==> config.mk <==
export PLATFORM = sky130hd
export DESIGN_NAME = hardwired_control_unit
export DESIGN_NICKNAME = d
export VERILOG_FILES = /design/src/rtl/hardwired_control_unit.sv
export SDC_FILE = /design/constraint.sdc
export NUM_CORES = 1
export LEC_CHECK = 0
export ABC_AREA = 1
export CAP_MARGIN = 10
export CORE_UTILIZATION = 32
export CTS_CLUSTER_SIZE = 28
export DETAILED_ROUTE_END_ITERATION = 8
export PLACE_DENSITY_LB_ADDON = 0.1
export SETUP_SLACK_MARGIN = 0.02
export SYNTH_ARGS = -nofsm -noshare
export SYNTH_HDL_FRONTEND = slang
export SYNTH_SLANG_ARGS = --single-unit
==> constraint.sdc <==
create_clock -name Clock -period 1.62 [get_ports Clock]
set_input_delay 0.243 -clock Clock [delete_from_list [all_inputs] [get_ports Clock]]
set_output_delay 0.243 -clock Clock [all_outputs]
set_load 0.02 [all_outputs]
==> src/rtl/hardwired_control_unit.sv <==
// ============================================================================
// Module  : hardwired_control_unit
// Brief   : Fetch/decode/execute sequencer driving every ALU_System control.
// Revision: 1.0 - initial release
// ============================================================================
`default_nettype none

module hardwired_control_unit (
  input  logic        Clock,
  input  logic        Reset,
  input  logic [15:0] IROut,
  input  logic [3:0]  ALU_Flag,
  output logic [2:0]  RF_OutASel,
  output logic [2:0]  RF_OutBSel,
  output logic [1:0]  RF_FunSel,
  output logic [3:0]  RF_RSel,
  output logic [3:0]  RF_TSel,
  output logic [3:0]  ALU_FunSel,
  output logic [1:0]  ARF_OutCSel,
  output logic [1:0]  ARF_OutDSel,
  output logic [1:0]  ARF_FunSel,
  output logic [3:0]  ARF_RegSel,
  output logic        IR_LH,
  output logic        IR_Enable,
  output logic [1:0]  IR_Funsel,
  output logic        Mem_WR,
  output logic        Mem_CS,
  output logic [1:0]  MuxASel,
  output logic [1:0]  MuxBSel,
  output logic        MuxCSel,
  output logic [1:0]  SeqCount,
  output logic        Halted
);

  typedef enum logic [1:0] {
    T0 = 2'd0,
    T1 = 2'd1,
    T2 = 2'd2,
    T3 = 2'd3
  } seq_t;

  localparam logic [1:0] c_fun_clr  = 2'b00;
  localparam logic [1:0] c_fun_load = 2'b01;
  localparam logic [1:0] c_fun_dec  = 2'b10;
  localparam logic [1:0] c_fun_inc  = 2'b11;

  localparam logic [3:0] c_op_ldi = 4'h0;
  localparam logic [3:0] c_op_ld  = 4'h1;
  localparam logic [3:0] c_op_st  = 4'h2;
  localparam logic [3:0] c_op_mov = 4'h3;
  localparam logic [3:0] c_op_add = 4'h4;
  localparam logic [3:0] c_op_sub = 4'h5;
  localparam logic [3:0] c_op_and = 4'h6;
  localparam logic [3:0] c_op_or  = 4'h7;
  localparam logic [3:0] c_op_bra = 4'h8;
  localparam logic [3:0] c_op_beq = 4'h9;
  localparam logic [3:0] c_op_bne = 4'hA;
  localparam logic [3:0] c_op_inc = 4'hB;
  localparam logic [3:0] c_op_dec = 4'hC;
  localparam logic [3:0] c_op_hlt = 4'hF;

  seq_t        r_sc, w_sc_next;
  logic        r_halted, w_halted_next;
  logic [3:0]  w_op;
  logic [1:0]  w_rd, w_rs;
  logic [3:0]  w_rd_onehot;
  logic        w_zero;
  logic        w_unused_bits;

  assign w_op          = IROut[15:12];
  assign w_rd          = IROut[11:10];
  assign w_rs          = IROut[9:8];
  assign w_rd_onehot   = 4'b1000 >> w_rd;
  assign w_zero        = ALU_Flag[3];
  // The immediate reaches the datapath through MuxA/MuxB, not through here.
  assign w_unused_bits = ^{ALU_Flag[2:0], IROut[7:0]};

  assign SeqCount = r_sc;
  assign Halted   = r_halted;

  always_ff @(posedge Clock) begin
    if (!Reset) begin
      r_sc     <= T0;
      r_halted <= 1'b0;
    end else begin
      r_sc     <= w_sc_next;
      r_halted <= w_halted_next;
    end
  end

  always_comb begin
    RF_OutASel    = 3'b000;
    RF_OutBSel    = 3'b000;
    RF_FunSel     = c_fun_clr;
    RF_RSel       = 4'b0000;
    RF_TSel       = 4'b0000;
    ALU_FunSel    = 4'b0000;
    ARF_OutCSel   = 2'b00;
    ARF_OutDSel   = 2'b00;
    ARF_FunSel    = c_fun_clr;
    ARF_RegSel    = 4'b0000;
    IR_LH         = 1'b0;
    IR_Enable     = 1'b0;
    IR_Funsel     = 2'b00;
    Mem_WR        = 1'b0;
    Mem_CS        = 1'b1;
    MuxASel       = 2'b00;
    MuxBSel       = 2'b00;
    MuxCSel       = 1'b0;
    w_sc_next     = r_sc;
    w_halted_next = r_halted;

    if (!Reset) begin
      // Clear R1..R4 and PC in the same cycle the sequencer returns to T0.
      RF_RSel    = 4'b1111;
      ARF_RegSel = 4'b1000;
    end else if (r_halted) begin
      w_sc_next = T0;
    end else begin
      case (r_sc)
        T0, T1: begin
          Mem_CS     = 1'b0;
          IR_Enable  = 1'b1;
          IR_LH      = (r_sc == T1);
          IR_Funsel  = c_fun_load;
          ARF_RegSel = 4'b1000;
          ARF_FunSel = c_fun_inc;
          w_sc_next  = (r_sc == T0) ? T1 : T2;
        end
        T2: begin
          w_sc_next = T0;
          case (w_op)
            c_op_ldi: begin
              MuxASel   = 2'b10;
              RF_RSel   = w_rd_onehot;
              RF_FunSel = c_fun_load;
            end
            c_op_ld, c_op_st: begin
              MuxBSel    = 2'b10;
              ARF_RegSel = 4'b0100;
              ARF_FunSel = c_fun_load;
              w_sc_next  = T3;
            end
            c_op_mov, c_op_add, c_op_sub, c_op_and, c_op_or: begin
              RF_OutASel = (w_op == c_op_mov) ? {1'b0, w_rs} : {1'b0, w_rd};
              RF_OutBSel = {1'b0, w_rs};
              case (w_op)
                c_op_add: ALU_FunSel = 4'b0100;
                c_op_sub: ALU_FunSel = 4'b0101;
                c_op_and: ALU_FunSel = 4'b0111;
                c_op_or:  ALU_FunSel = 4'b1000;
                default:  ALU_FunSel = 4'b0000;
              endcase
              RF_RSel   = w_rd_onehot;
              RF_FunSel = c_fun_load;
            end
            c_op_bra, c_op_beq, c_op_bne: begin
              if ((w_op == c_op_bra) || ((w_op == c_op_beq) == w_zero)) begin
                MuxBSel    = 2'b10;
                ARF_RegSel = 4'b1000;
                ARF_FunSel = c_fun_load;
              end
            end
            c_op_inc, c_op_dec: begin
              RF_RSel   = w_rd_onehot;
              RF_FunSel = (w_op == c_op_inc) ? c_fun_inc : c_fun_dec;
            end
            c_op_hlt: w_halted_next = 1'b1;
            default: ;
          endcase
        end
        default: begin
          w_sc_next   = T0;
          ARF_OutDSel = 2'b01;
          if (w_op == c_op_ld) begin
            Mem_CS    = 1'b0;
            MuxASel   = 2'b01;
            RF_RSel   = w_rd_onehot;
            RF_FunSel = c_fun_load;
          end else if (w_op == c_op_st) begin
            RF_OutASel = {1'b0, w_rd};
            Mem_CS     = 1'b0;
            Mem_WR     = 1'b1;
          end else begin
            ARF_OutDSel = 2'b00;
          end
        end
      endcase
    end
  end

endmodule

`default_nettype wire
# Yosys cells after proc, flatten, opt, wreduce, memory -nomap -nowiden
# Cells that the tools add are included.
[totals] ff_bits=3 input_bits=22 out_inout_bits=44 wordCells=108
[classes] n_eq_ne=16 shift=1 n_mux=76 bitwise=1 reduce_logical=12
[op_table] op="2-bit two-way mux" n=23
[op_table] op="4-bit two-way mux" n=11
[op_table] op="1-bit two-way mux" n=29
[op_table] op="2-bit case mux with 2 select lines" n=7
[op_table] op="4-bit == test (second input constant)" n=6
[op_table] op="4-bit case mux with 2 select lines" n=3
[op_table] op="4-bit by 3-bit == test with 1-bit output (second input constant)" n=4
[op_table] op="4-bit case mux with 4 select lines" n=1
[op_table] op="4-bit by 2-bit == test with 1-bit output (second input constant)" n=2
[op_table] op="2-bit OR reduction" n=4
[op_table] op="8-bit OR reduction" n=1
[op_table] op="3-bit OR reduction" n=2
[op_table] op="6-bit OR reduction" n=1
[op_table] op="5-bit OR reduction" n=1
[op_table] op="4-bit by 1-bit == test with 1-bit output (second input constant)" n=1
[op_table] op="4-bit zero test" n=1
[op_table] op="1-bit case mux with 2 select lines" n=2
[op_table] op="4-bit by 2-bit >> shifter with 4-bit output (first input constant)" n=1
[op_table] op="2-bit by 1-bit == test with 1-bit output (second input constant)" n=1
[op_table] op="2-bit == test (second input constant)" n=1
[op_table] op="2-bit zero test" n=1
[op_table] op="1-bit == test" n=1
[op_table] op="1-bit logical OR" n=1
[op_table] op="1-bit NOT" n=1

# Logic depth before layout (Yosys ltp)
[logic_depth] ltp_word=8 depth_mapped=9 ltp_nobuf=9

# Least setup slack after synthesis
# OpenSTA, ideal clock, no wires.
[synth_timing] path_type="flip-flop to output port" from="register r_halted, in the netlist Halted" to="output RF_FunSel[0]" arrival_time_ns=1.329 t_required_ns=1.377 path_slack_ns=0.048 path_stages_with_launch=6 n_path_buf=0 path_cell_list="dfxtp_1 -> inv_1 -> nand2_1 -> nor2_1 -> inv_1 -> o21ai_0"
[synth_between] elab_chain_cells=2
[synth_lines] element="start, declared" line="63" rtl="logic r_halted, w_halted_next;"
[synth_lines] element="start signal, assigned" line="87" rtl="r_halted <= w_halted_next;"
[synth_lines] element="2-bit two-way mux" line="117" rtl="end else if (r_halted) begin"
[synth_lines] element="2-bit two-way mux" line="113" rtl="if (!Reset) begin"
[synth_lines] element="end, declared" line="15" rtl="output logic [1:0] RF_FunSel,"
# No other way between the ends.

# Worst setup path after layout
[layout_timing] from="register r_sc[0], in the netlist SeqCount[0]" to="output RF_OutASel[0]"
[layout_between] elab_chain_cells=5 word_cells_on_any_way=7 classes_between="eq/ne (2); mux (3); reduce/logical (2)"
[layout_lines] element="start, declared" line="62" rtl="seq_t r_sc, w_sc_next;"
[layout_lines] element="start signal, assigned" line="86" rtl="r_sc <= w_sc_next;"
[layout_lines] element="2-bit by 1-bit == test with 1-bit output or 2-bit zero test (tied branches)" line="120" rtl="case (r_sc)"
[layout_lines] element="2-bit OR reduction" line="120"
[layout_lines] element="2-bit case mux with 2 select lines (*)" line="120"
[layout_lines] element="2-bit two-way mux (*)" line="117"
[layout_lines] element="2-bit two-way mux (*)" line="113"
[layout_lines] element="end, declared" line="13" rtl="output logic [2:0] RF_OutASel,"
# Every way passes the cells marked *; elsewhere a longest branch is shown, timed or not.

==> run_results.csv <==
group,metric,value,unit
routing,drt_first_iter_violations,10,
sta,finalSetupViolations,1,
global_route,antenna_found_initial,0,
sta,hold_violations,0,
global_route,grt_pass1_vias,804,
sta,fin_tns_setup,-0.634,ps
cells_and_area,multi_input_area,517,sq um
cts,cts_hold_buf,0,
critical_path,worst-path-buf-inv,4,
outcome,status,"finished with violations",
critical_path,r2r-end,"SeqCount[0]",
worst_hold_path,min_to,"SeqCount[0]",
cts,clkLatencyLatePin,230,ps
power_and_ir_drop,seq_power_share,0.164,
critical_path,critPathLaunchType,"flip-flop",
sta,fin_crit_sh,1.00,
critical_path,crit_family,"simple AND/OR/NAND/NOR gates",
cells_and_area,area_growth,94.7,%
routing,ant_nets,0,
critical_path,cp-end-kind,"primary output",
global_route,grt.overflow.total,0,
critical_path,r2r_setup_slack,580,ps
global_route,gr-usage-all-layers,0.196,
critical_path,r2r-start,"Halted",
routing,drcViolationCount,0,
cells_and_area,drive_above_1_share,0.493,
synthesis,syn_area_per_cell,5.11,sq um
critical_path,r2r_cells,7,
cells_and_area,regArea,63.8,sq um
power_and_ir_drop,ir_drop,0.585,mV
floorplan,die_width,47.6,microns
worst_hold_path,hp-class,"flip-flop to flip-flop",
power_and_ir_drop,power_density,404,nW/um^2
synthesis,yosysWarnings,0,
power_and_ir_drop,power.internal,0.000306,W
critical_path,crit_fanout,4,
synthesis,synth-seq-cells,3,
power_and_ir_drop,power_switching,0.000217,W
critical_path,crit_top_cell,"nand2_4",
cts,clock_path_buffers,2,
routing,route.vias.total,974,
sta,fin_ws,-0.634,ps
floorplan,die_h,47.6,microns
worst_hold_path,hp-start,"SeqCount[0]",
global_route,grt_max_degree,7,
cts,cts_tree,"yes",
synthesis,synth_seq_area_share,0.0904,
critical_path,crit_slowest_cell,"dfxtp_2",
routing,avgViaCountPerCell,4.20,
cells_and_area,num-fill-cells,221,
critical_path,required,1380,ps
power_and_ir_drop,p_leak,0.801,nW
placement,place_congestion,0.790,
routing,routed_wl,2150,microns
synthesis,synth_cells,130,
global_route,grt_pass1_wl,3200,microns
cts,clkSlewWorstSetupHoldPaths,30,ps
floorplan,dieArea,2260,sq um
sta,drv_slew,0,
run,drv_cap,0,
synthesis,synthesis.area,664,sq um
cells_and_area,antenna_cells,0,
floorplan,ios,66,
sta,rsz0062_at_grt,"true",
critical_path,critPathArrivalTime,1380,ps
cts,cts_inserted_buffers,3,
outcome,violations,"setup timing",
power_and_ir_drop,combPwrFrac,0.588,
synthesis,ys_types,19,
sta,whs,526,ps
power_and_ir_drop,power_frac_clock,0.248,
routing,wl_per_cell,9.26,microns
sta,finalCriticalPeriod,1620,ps
critical_path,path_cells,"inv_2, nand2_4, nor2_4, nand2_4, inv_4, nand2_4, clkinv_2, nand2_1, o21ai_1, buf_4",
power_and_ir_drop,sw_frac_of_total,0.414,
cts,htree_num_levels,1,
floorplan,num_rows,16,
placement,dp_hpwl,1710,microns
cts,clkSinkCount,3,
placement,io_buffers,40,
critical_path,cp_slowest_stage_delay,320,ps
floorplan,start_util,0.339,
critical_path,path_class,"flip-flop to primary output",
sta,clock_skew,0.252,ps
worst_hold_path,worstHoldPathCells,2,
routing,drt-pass1-iter-count,4,
cells_and_area,fin_nets,228,
sta,fmax,617,MHz
floorplan,core,1960,sq um
cts,root_buffer,"clkbuf_4",
per-stage QoR:
step                cell area [sq um]  std cells  total power [W]  utilization  setup slack (ps)
CTS                              1200        227         0.000501        0.613             -12.4
global placement                 1240        222         0.000372        0.631              -719
floorplan                         713        143         0.000254            -              48.2
detailed placement               1240        222         0.000376        0.631              -759
finish                           1290        232         0.000523        0.659            -0.634
global route                     1290        232         0.000569        0.659             -79.0
power groups by stage:
stage / registers [W] / clock network, W / logic (W)
floorplan: 0.0000929 / 0 / 0.000161
global placement: 0.0000848 / 0 / 0.000288
detailed placement: 0.0000846 / 0 / 0.000291
CTS: 0.0000858 / 0.000135 / 0.000280
global route: 0.0000865 / 0.000147 / 0.000335
finish: 0.0000857 / 0.000130 / 0.000308
area by class of cell:
type                       instances  share of cell area
timing repair buffer              74               0.432
multi-input combinational        100               0.399
inverter                          24              0.0725
sequential                         3              0.0493
tap                               27              0.0261
clock buffer                       4              0.0203
cell families after synthesis:
group | Yosys count | share of synthesized area
AND/OR/NAND/NOR | 74 | 0.492
other | 1 | 0.00564
buffers and inverters | 40 | 0.322
flip-flops | 3 | 0.0904
AO/OA/AOI/OAI | 12 | 0.0904
how the worst max path moves through the flow:
stage	from	endpoint	slack, ps	cells past startpoint
2_1_floorplan	Halted	RF_FunSel[0]	50	5
3_3_place_gp	IROut[13]	RF_FunSel[0]	-720	6
3_5_place_dp	IROut[13]	RF_OutASel[0]	-760	8
4_1_cts	SeqCount[0]	RF_OutASel[0]	-10	10
5_1_grt	SeqCount[0]	RF_OutASel[0]	-80	10
6_report	SeqCount[0]	RF_OutASel[0]	-0.6	10
layout by cell type (no fill, tap or decap), types with 2 or more instances in the layout:
cell type | Yosys | layout
inv_2 | 1 | 5
nand2_2 | 2 | 4
nor2_2 | 1 | 5
dfxtp_2 | 0 | 3
buf_4 | 16 | 45
nor3_1 | 6 | 2
nand3_1 | 7 | 6
nand2_1 | 36 | 33
dlygate4sd2_1 | 0 | 3
nor2_4 | 1 | 2
conb_1 | 1 | 14
dlymetal6s2s_1 | 0 | 2
o21ai_1 | 3 | 3
clkdlybuf4s50_1 | 0 | 5
buf_2 | 0 | 14
nand2_4 | 2 | 3
nor2_1 | 18 | 13
inv_1 | 21 | 17
clkbuf_4 | 0 | 3
nor3_2 | 0 | 4
o21ai_0 | 6 | 4
o21ai_2 | 0 | 2
buf_6 | 0 | 4
metal layers:
layer / vias to the layer above / GRT usage / wire length, microns
met5: - / 0 / 0
met4: 0 / 0 / 0
met3: 0 / 0.0453 / 124
met2: 37 / 0.373 / 1070
met1: 425 / 0.236 / 950
li1: 512 / - / -
tightest hold or removal path, delay by kind of cell, from the launching register on:
family                 cells  cell delay [ps]
buffers and inverters      1              120
flip-flops                 1              340
AND/OR/NAND/NOR            1               40
timing repair:
item                       4_1_cts  5_1_grt
pin swaps                        3       10
setup endpoints to repair       28       26
buffers inserted                 1        5
resized for setup              128       48
registers in the layout, summed over array words and instances, names as in the netlist:
signal	count
Halted	1
SeqCount	2
synthesized netlist by cell type:
library cell | n | share of area
inv_2 | 1 | 0.0056
inv_1 | 21 | 0.12
nor2_4 | 1 | 0.017
o21ai_1 | 3 | 0.023
conb_1 | 1 | 0.0056
buf_4 | 16 | 0.18
a21oi_1 | 3 | 0.023
nand2_1 | 36 | 0.20
o21ai_0 | 6 | 0.045
inv_4 | 1 | 0.0094
nand2_4 | 2 | 0.034
nor2_1 | 18 | 0.10
nand2_2 | 2 | 0.019
clkinv_2 | 1 | 0.0075
dfxtp_1 | 3 | 0.090
nor3_1 | 6 | 0.045
nand3_1 | 7 | 0.053
or2_2 | 1 | 0.0094
nor2_2 | 1 | 0.0094
(Power assumes the default switching activity.)
